[src/rtl/fifo_pkg.sv]
// fifo_pkg: constants and types shared by the 8 x 32 synchronous FIFO and
// its read-side controller.
//   FIFO_DATA_W / FIFO_DEPTH / FIFO_CNT_W : FIFO geometry
//   occ_e       : skid-buffer occupancy encoding
//   occ_count() : occupancy state to word count
package fifo_pkg;

  localparam int FIFO_DATA_W = 32;
  localparam int FIFO_DEPTH  = 8;
  localparam int FIFO_CNT_W  = 4;

  typedef enum logic [1:0] {
    OCC_EMPTY = 2'b00,
    OCC_ONE   = 2'b01,
    OCC_TWO   = 2'b10
  } occ_e;

  // Any illegal encoding counts as full, so a corrupted state stops further
  // reads rather than allowing an overflow.
  function automatic logic [1:0] occ_count(input occ_e o);
    case (o)
      OCC_EMPTY: occ_count = 2'd0;
      OCC_ONE:   occ_count = 2'd1;
      OCC_TWO:   occ_count = 2'd2;
      default:   occ_count = 2'd2;
    endcase
  endfunction

endpackage

[src/rtl/fifo_rd_ctrl_skid_buf_2.sv]
// fifo_rd_ctrl_skid_buf_2: two-entry skid buffer holding words returned by
// the FIFO until the downstream sink accepts them. Strict FIFO order; the
// head entry drives m_data directly.
// Ports:
//   clk, reset_n     clock, asynchronous active-low reset
//   push, din        write din at the tail
//   pop              head consumed this cycle (only meaningful when m_valid)
//   occ              current occupancy state
//   m_valid, m_data  registered head word and its valid flag
module fifo_rd_ctrl_skid_buf_2
  import fifo_pkg::*;
#(
  parameter int DATA_W = FIFO_DATA_W
) (
  input  logic              clk,
  input  logic              reset_n,
  input  logic              push,
  input  logic [DATA_W-1:0] din,
  input  logic              pop,
  output occ_e              occ,
  output logic              m_valid,
  output logic [DATA_W-1:0] m_data
);

  occ_e              occ_r;
  occ_e              occ_nxt_s;
  logic [DATA_W-1:0] head_r;
  logic [DATA_W-1:0] tail_r;
  logic [DATA_W-1:0] head_nxt_s;
  logic [DATA_W-1:0] tail_nxt_s;
  logic              valid_r;

  // Next-state selection for occupancy and the two data entries.
  always_comb begin
    occ_nxt_s  = occ_r;
    head_nxt_s = head_r;
    tail_nxt_s = tail_r;
    case ({push, pop})
      2'b10: begin
        case (occ_r)
          OCC_EMPTY: begin
            head_nxt_s = din;
            occ_nxt_s  = OCC_ONE;
          end
          OCC_ONE: begin
            tail_nxt_s = din;
            occ_nxt_s  = OCC_TWO;
          end
          // A push into a full buffer cannot be requested; hold state.
          default: occ_nxt_s = occ_r;
        endcase
      end
      2'b01: begin
        case (occ_r)
          OCC_ONE: occ_nxt_s = OCC_EMPTY;
          OCC_TWO: begin
            head_nxt_s = tail_r;
            occ_nxt_s  = OCC_ONE;
          end
          default: occ_nxt_s = occ_r;
        endcase
      end
      2'b11: begin
        case (occ_r)
          // pop with EMPTY cannot occur (m_valid gates it); treat as push.
          OCC_EMPTY: begin
            head_nxt_s = din;
            occ_nxt_s  = OCC_ONE;
          end
          OCC_ONE: head_nxt_s = din;
          OCC_TWO: begin
            head_nxt_s = tail_r;
            tail_nxt_s = din;
          end
          default: occ_nxt_s = occ_r;
        endcase
      end
      default: occ_nxt_s = occ_r;
    endcase
  end

  // Buffer state registers; m_valid is registered alongside occupancy.
  always_ff @(posedge clk or negedge reset_n) begin
    if (!reset_n) begin
      occ_r   <= OCC_EMPTY;
      head_r  <= {DATA_W{1'b0}};
      tail_r  <= {DATA_W{1'b0}};
      valid_r <= 1'b0;
    end else begin
      occ_r   <= occ_nxt_s;
      head_r  <= head_nxt_s;
      tail_r  <= tail_nxt_s;
      valid_r <= (occ_nxt_s != OCC_EMPTY);
    end
  end

  assign occ     = occ_r;
  assign m_valid = valid_r;
  assign m_data  = head_r;

endmodule

[src/rtl/fifo_rd_ctrl.sv]
// fifo_rd_ctrl: read-side controller for the 8 x 32 synchronous FIFO.
// Issues rd_en, absorbs the FIFO's one-cycle read latency in a two-entry
// skid buffer and presents words on a valid/ready stream.
// Ports:
//   clk, reset_n        clock, asynchronous active-low reset
//   empty, data_count   FIFO status (data_count is monitored only)
//   rd_ack, rd_err      FIFO read response, one cycle after rd_en
//   dout                FIFO read data, valid with rd_ack
//   rd_en               FIFO read request
//   m_valid, m_data     downstream stream (registered)
//   m_ready             downstream accept
//   err_cnt             saturating rd_err count, only when the macro
//                       FIFO_RD_CTRL_ERRCNT_EN is defined
module fifo_rd_ctrl
  import fifo_pkg::*;
#(
  parameter int DATA_W = FIFO_DATA_W,
  parameter int CNT_W  = FIFO_CNT_W
) (
  input  logic              clk,
  input  logic              reset_n,
  input  logic              empty,
  input  logic [CNT_W-1:0]  data_count,
  input  logic              rd_ack,
  input  logic              rd_err,
  input  logic [DATA_W-1:0] dout,
  output logic              rd_en,
  output logic              m_valid,
  output logic [DATA_W-1:0] m_data,
  input  logic              m_ready
`ifdef FIFO_RD_CTRL_ERRCNT_EN
  ,
  output logic [7:0]        err_cnt
`endif
);

  occ_e       occ_s;
  logic       pend_r;
  logic       pop_s;
  logic       push_s;
  logic       rd_en_s;
  logic [2:0] inflight_s;
  logic [2:0] limit_s;
  logic       unused_s;

  assign pop_s  = m_valid & m_ready;
  // An acknowledge we did not request is dropped.
  assign push_s = rd_ack & pend_r;

  // Read request: words buffered plus in flight, less the one leaving now,
  // must stay below two. Gated by reset_n so it is 0 while in reset.
  always_comb begin
    inflight_s = {1'b0, occ_count(occ_s)} + {2'b00, pend_r};
    limit_s    = 3'd2 + {2'b00, pop_s};
    rd_en_s    = reset_n & ~empty & (inflight_s < limit_s);
  end

  assign rd_en = rd_en_s;

  // Outstanding-request flag: the FIFO answers exactly one cycle later.
  always_ff @(posedge clk or negedge reset_n) begin
    if (!reset_n) begin
      pend_r <= 1'b0;
    end else begin
      pend_r <= rd_en_s;
    end
  end

  fifo_rd_ctrl_skid_buf_2 #(
    .DATA_W (DATA_W)
  ) u_skid (
    .clk     (clk),
    .reset_n (reset_n),
    .push    (push_s),
    .din     (dout),
    .pop     (pop_s),
    .occ     (occ_s),
    .m_valid (m_valid),
    .m_data  (m_data)
  );

`ifdef FIFO_RD_CTRL_ERRCNT_EN
  logic [7:0] err_cnt_r;

  // Saturating count of FIFO read errors.
  always_ff @(posedge clk or negedge reset_n) begin
    if (!reset_n) begin
      err_cnt_r <= 8'd0;
    end else if (rd_err && (err_cnt_r != 8'hFF)) begin
      err_cnt_r <= err_cnt_r + 8'd1;
    end else begin
      err_cnt_r <= err_cnt_r;
    end
  end

  assign err_cnt = err_cnt_r;
`endif

  // data_count is observed only by the protocol checker; rd_err only by the
  // optional counter.
  assign unused_s = ^{data_count, rd_err};

endmodule

[config.mk]
export PLATFORM = sky130hd
export DESIGN_NAME = fifo_rd_ctrl
export DESIGN_NICKNAME = d
export VERILOG_FILES = /design/src/rtl/fifo_pkg.sv /design/src/rtl/fifo_rd_ctrl_skid_buf_2.sv /design/src/rtl/fifo_rd_ctrl.sv
export SDC_FILE = /design/constraint.sdc
export NUM_CORES = 1
export LEC_CHECK = 0
export BUFFER_PORTS_ARGS = -buffer_cell sky130_fd_sc_hd__buf_2
export CORE_MARGIN = 2
export CORE_UTILIZATION = 49
export CTS_CLUSTER_SIZE = 8
export DETAILED_ROUTE_END_ITERATION = 10
export PLACE_DENSITY_LB_ADDON = 0.08
export SKIP_LAST_GASP = 1
export SYNTH_ARGS = -nofsm -noshare
export SYNTH_HDL_FRONTEND = slang
export SYNTH_SLANG_ARGS = --single-unit
[constraint.sdc]
create_clock -name clk -period 1.8 [get_ports clk]
set_input_delay 0.36 -clock clk [delete_from_list [all_inputs] [get_ports clk]]
set_output_delay 0.36 -clock clk [all_outputs]
set_load 0.02 [all_outputs]
# [Word level (Yosys, flattened, before mapping)]
# Index checks and enable logic that the tools add are counted.
[totals] reg_bits=68
[classes] eq_ne=10 bitwise=5 mux=12 reduce_logical=7 magnitude_cmp=1 add_sub_neg=2
[op_table] operator="two-way mux 32 bit" n=4
[op_table] operator="one-hot mux 32 bit (2 select lines)" n=2
[op_table] operator="one-hot mux 32 bit (3 select lines)" n=1
[op_table] operator="one-hot mux 2 bit (2 select lines)" n=3
[op_table] operator="!= test 2 x 1 -> 1 bit, second input constant" n=4
[op_table] operator="== test 2 bit, second input constant" n=3
[op_table] operator="one-hot mux 2 bit (3 select lines)" n=1
[op_table] operator="AND 1 bit" n=4
[op_table] operator="== test 2 x 1 -> 1 bit, second input constant" n=2
[op_table] operator="AND reduction 4 bit" n=1
[op_table] operator="nonzero test 2 bit" n=2
[op_table] operator="adder 2 x 1 -> 3 bit" n=1
[op_table] operator="adder 2 x 1 -> 3 bit, first input constant" n=1
[op_table] operator="< comparator 3 bit" n=1
[op_table] operator="!= test 3 x 2 -> 1 bit, second input constant" n=1
[op_table] operator="AND reduction 3 bit" n=1
[op_table] operator="nonzero test 3 bit" n=1
[op_table] operator="logical NOT 2 bit" n=1
[op_table] operator="two-way mux 2 bit" n=1
[op_table] operator="OR reduction 2 bit" n=1
[op_table] operator="inverter 1 bit" n=1

# [Depth between registers and ports, before layout]
[logic_depth] depth_word=5 ltp_mapped=7 ltp_nobuf=6

# [Cells and area by module]
# Synthesis repeated with hierarchy kept, for this count alone.
[unflattened] cells_unflattened=245 area_unflattened_um2=3090.5
[modules_own_cells] mod="fifo_rd_ctrl_skid_buf_2" seq_area_each_um2=1676.6 instances=1 cells_per_inst=236 area_each_um2=2995.4
[modules_own_cells] mod="fifo_rd_ctrl" seq_area_each_um2=25.0 instances=1 cells_per_inst=9 area_each_um2=95.1

# [Least setup slack after synthesis]
# Ideal clock, no wire load.
[synth_timing] path_type="register -> output" start="reg u_skid.occ_r[1] (netlist: u_skid.occ[1])" end="out rd_en" path_buffers=0 stages_incl_launch_ff=7 slack_ps=-828 arrival_ps=2268 t_required_ps=1440 path_cell_list="dfrtp_1 > inv_1 > ha_1 > ha_1 > nor2_1 > nor2_1 > a2111oi_0"
[synth_between] elab_chain_cells=5 elab_cells_between_ends=6 classes_between="add/sub: 1; order compare: 1; eq/ne: 1; mux: 1; bitwise: 1; reduce/logical: 1"
[synth_rtl] element="start, declared" line="fifo_rd_ctrl_skid_buf_2.sv:25" source="occ_e occ_r;"
[synth_rtl] element="start signal, assigned" line="fifo_rd_ctrl_skid_buf_2.sv:90" source="occ_r <= occ_nxt_s;"
[synth_rtl] element="== test 2 x 1 -> 1 bit or logical NOT 2 bit (tied branches)" line="fifo_pkg.sv:21" source="case (o)"
[synth_rtl] element="one-hot mux 2 bit (2 select lines) *" line="fifo_pkg.sv:21"
[synth_rtl] element="adder 2 x 1 -> 3 bit *" line="fifo_rd_ctrl.sv:53" source="inflight_s = {1'b0, occ_count(occ_s)} + {2'b00, pend_r};"
[synth_rtl] element="< comparator 3 bit *" line="fifo_rd_ctrl.sv:55" source="rd_en_s = reset_n & ~empty & (inflight_s < limit_s);"
[synth_rtl] element="AND 1 bit *" line="fifo_rd_ctrl.sv:55"
[synth_rtl] element="end, declared" line="fifo_rd_ctrl.sv:27" source="output logic rd_en,"
# Mark *: on every way between the ends. The rest lies on a longest branch, timed or not.

# [Worst setup path in the final report]
[layout_timing] start="reg u_skid.occ_r[0] (netlist: u_skid.occ[0])" end="out rd_en"
# Same word-level chain as after synthesis.

==> impl_summary.txt <==
----------------------------------------------------
[Critical path]
  Flop2flop setup slack ... -0.12 ns
  Most frequent CP cell ... buf_4
  Critical Path Start Type ... flip-flop
  Worst Setup SP ... u_skid.occ[0]
  Peak fanout along the critical path ... 3
  Crit-path slowest cell ... dfrtp_2
  Required time at the endpoint of the critical path ... 1.44 ns
  Capturing element type of the critical path ... output pin
  Cells along the critical path ... inv_2, ha_1, nor2_2, buf_4, a2111oi_4, buf_4
  Maximum single-stage delay on the critical path ... 0.44 ns
  Setup Crit Path Kind ... reg -> out
  Worst EP arrival ... 1.80 ns
  RR Startpoint ... u_skid.occ[0]

[Layout]
  Final core utilization ... 63.9%
  Post-route insts no fill ... 392
  Fill cells ... 537
  Fraction of final layout cells sized beyond drive strength 1 ... 69.9%
  Count of antenna diodes in the layout ... 0
  Nets ... 355
  Post-synthesis to final-layout area growth ... 27.6%

[Power]
  Net switching fraction of the power ... 33.5%
  Clock network fraction of design power ... 14.9%
  Sequential Power Share ... 36.6%
  Part of the power in combinational logic ... 48.6%
  Internal power consumption ... 4.86 mW
  Power per unit of standard cell area ... 1700 nW/um2
  Maximum ir drop on the vdd rail ... 0.805 mV
  Static Leak ... 2.17 nW
  Net load switching power ... 2.44 mW

[Placement]
  Number of instances in the placed design ... 368
  Worst setup timing slack at the placement stage ... -0.157 ns
  Routability congestion estimate from global placement ... 0.761
  Post-DP HPWL ... 3940 um
  Port Buffer Count ... 70

[Clocking]
  CTS Root Cell ... clkbuf_8
  Number of sinks on the clock net ... 68
  CTS H-Tree Depth ... 3
  Number of buffers created by CTS ... 9
  Clk Latency, worst-skew pair ... 0.33 ns
  Hold buffer count at CTS ... 0
  Maximum number of buffers from clock root to sink ... 2
  CTS tree ... done
  Post-CTS clock slew at the launch and capture registers of the worst setup and hold paths ... 0.07 ns

[Synth]
  Mux contribution to synthesized area ... 39.1%
  Ys flop type ... dfrtp_1
  Compound-Gate Fraction of Synth Area ... 3.09%
  Async SR Flop Fraction ... 100%
  Area share of the largest cell type after synthesis ... 50.6%
  Number of standard cells after synthesis ... 210
  Combinational family with the most area after synthesis ... multiplexers
  Cell taking the most area after synthesis ... dfrtp_1
  Synth unique cells ... 25
  Adder-Cell Fraction of Synth Area ... 2.23%
  Basic-gate share of the synthesized area counting and, or, nand and nor cells ... 1.75%
  Count leader, synth ... dfrtp_1
  Seq cells post-synth ... 68
  Synthesized Nets ... 258
  Cell area after synthesis ... 3370 um2
  Number of enable-type register cells in the synthesized netlist ... 0
  Post-synthesis sequential area ratio ... 50.6%
  Syn avg cell area ... 16.0 um2
  Yosys warns ... 0
  Synth top cells by count ... dfrtp_1, mux2_4, mux2_2
  Post-synthesis xor/xnor area fraction ... 0%
  Main area contributors after synthesis ... dfrtp_1, mux2_4, mux2_2

[Floorplanning]
  Die Footprint ... 7550 um2
  Y dimension of the die ... 86.9 um
  Row Count ... 30
  Core box area ... 6720 um2
  Die width ... 86.9 um
  Number of top-level pins ... 76
  Initial standard-cell utilization of the core ... 50.1%

[Global route]
  Maximum number of pins on one net before global-route repair ... 69
  First-pass GRT wire length ... 9250 um
  Number of global-route vias before repair ... 1860
  Overall overflow remaining after global route ... 0
  Overall routing resource usage ... 16.1%
  Initial antenna violation count ... 0

[Route]
  DRC violations left ... 0
  Count of TritonRoute iterations in the first routing pass ... 3
  Number of routed nets with antenna violations ... 0
  Detailed-route vias per instance ... 5.06
  Wire per inst ... 15.7 um
  Via count ... 1982
  Routed wire length ... 6150 um
  DR iter-0 viols ... 40

[STA]
  Final Critical Period ... 2.16 ns
  Final slew viol count ... 0
  Final hold vios ... 0
  Max Clock Freq ... 463 MHz
  Actual transition at the worst max-transition pin ... 0.856 ns
  Worst setup margin ... -0.358 ns
  Setup skew after layout ... 0.00794 ns
  Setup repair after global routing missed its margin ... true
  Final period util ... 120%
  Total of endpoints with negative setup slack in the final report ... 33
  Sum of negative setup slack ... -2.93 ns
  Normalized max-slew margin ... 43.0%

[Worst hold path]
  Hold path startpoint ... empty
  Type of the tightest min-delay check ... in -> reg

[Run]
  Maxcap violations ... 0

[Status]
  Run status ... complete, but fails checks
  Failing checks ... negative setup slack

----------------------------------------------------
[registers in the layout, indices dropped and copies added, names as in the netlist]
| signal | flops |
|---|---|
| u_skid.m_data | 32 |
| pend_r | 1 |
| u_skid.occ | 2 |
| u_skid.m_valid | 1 |
| u_skid.tail_r | 32 |
[layer usage]
layer  share of wire, %  vias up  GRT usage, %
li1                   -      948             -
met1                 44      988          21.5
met2                 50       38          25.1
met3                3.6        8          3.60
met4                1.4        0          7.67
met5                  0        -             0
[power groups by stage]
stage	clock network, mW	logic (mW)	registers [mW]
global route	1.19	3.81	2.76
finish	1.08	3.55	2.67
global placement	0	3.27	2.66
floorplan	0	1.99	3.08
CTS	1.13	3.35	2.68
detailed placement	0	3.32	2.69
[cells by family after synthesis]
group / Yosys count
fa+ha+maj: 6
mux: 97
compound gates: 14
simple gates: 11
flops: 68
buf+inv: 14
[worst max-delay path: cells and delay by family (launching register included)]
kind | cells | cell delay (ns)
flops | 1 | 0.44
buf+inv | 3 | 0.43
compound gates | 1 | 0.35
fa+ha+maj | 1 | 0.18
simple gates | 1 | 0.06
[what timing repair did]
item,in CTS,in global routing
endpoints found under the setup margin,65,65
buffers inserted,0,2
gates resized for setup,7,12
pin swaps,1,3
gates cloned,0,6
[final cells by class]
cell class	count	area, um2	share of cell area (%)
Multi-Input combinational cell	128	1610	37.5
Clock buffer	11	141	3.29
Clock inverter	5	27.5	0.641
Timing Repair Buffer	95	692	16.1
Inverter	5	18.8	0.437
Sequential cell	68	1700	39.7
Tap cell	80	100	2.33
[final timing paths]
path,endpoint,cells after the start
max,rd_en,6
min,pend_r,2
max reg2reg,u_skid.m_data[3],7
min reg2reg,u_skid.tail_r[4],1
max in group asynchronous,u_skid.occ[0],2
min in group asynchronous,pend_r,2
[placed cells by master (no fill, tap or decap), types with 3 or more instances in the layout]
cell type / count
ha_1: 4
mux2_4: 61
mux2_2: 34
buf_2: 69
dfrtp_1: 67
nor2_1: 3
a21oi_1: 4
clkbuf_16: 4
buf_4: 12
clkinv_2: 4
buf_6: 5
inv_2: 3
buf_12: 5
clkbuf_8: 10
[metrics by stage]
stage / hold WS [ns] / instance area (um2) / total power [mW]
detailed placement: 0.484 / 3920 / 6.00
floorplan: 0.0644 / 3380 / 5.07
CTS: 0.207 / 4110 / 7.16
finish: 0.222 / 4290 / 7.30
global placement: 0.474 / 3920 / 5.93
global route: 0.209 / 4290 / 7.76
Power figures use the tool's default switching activity.
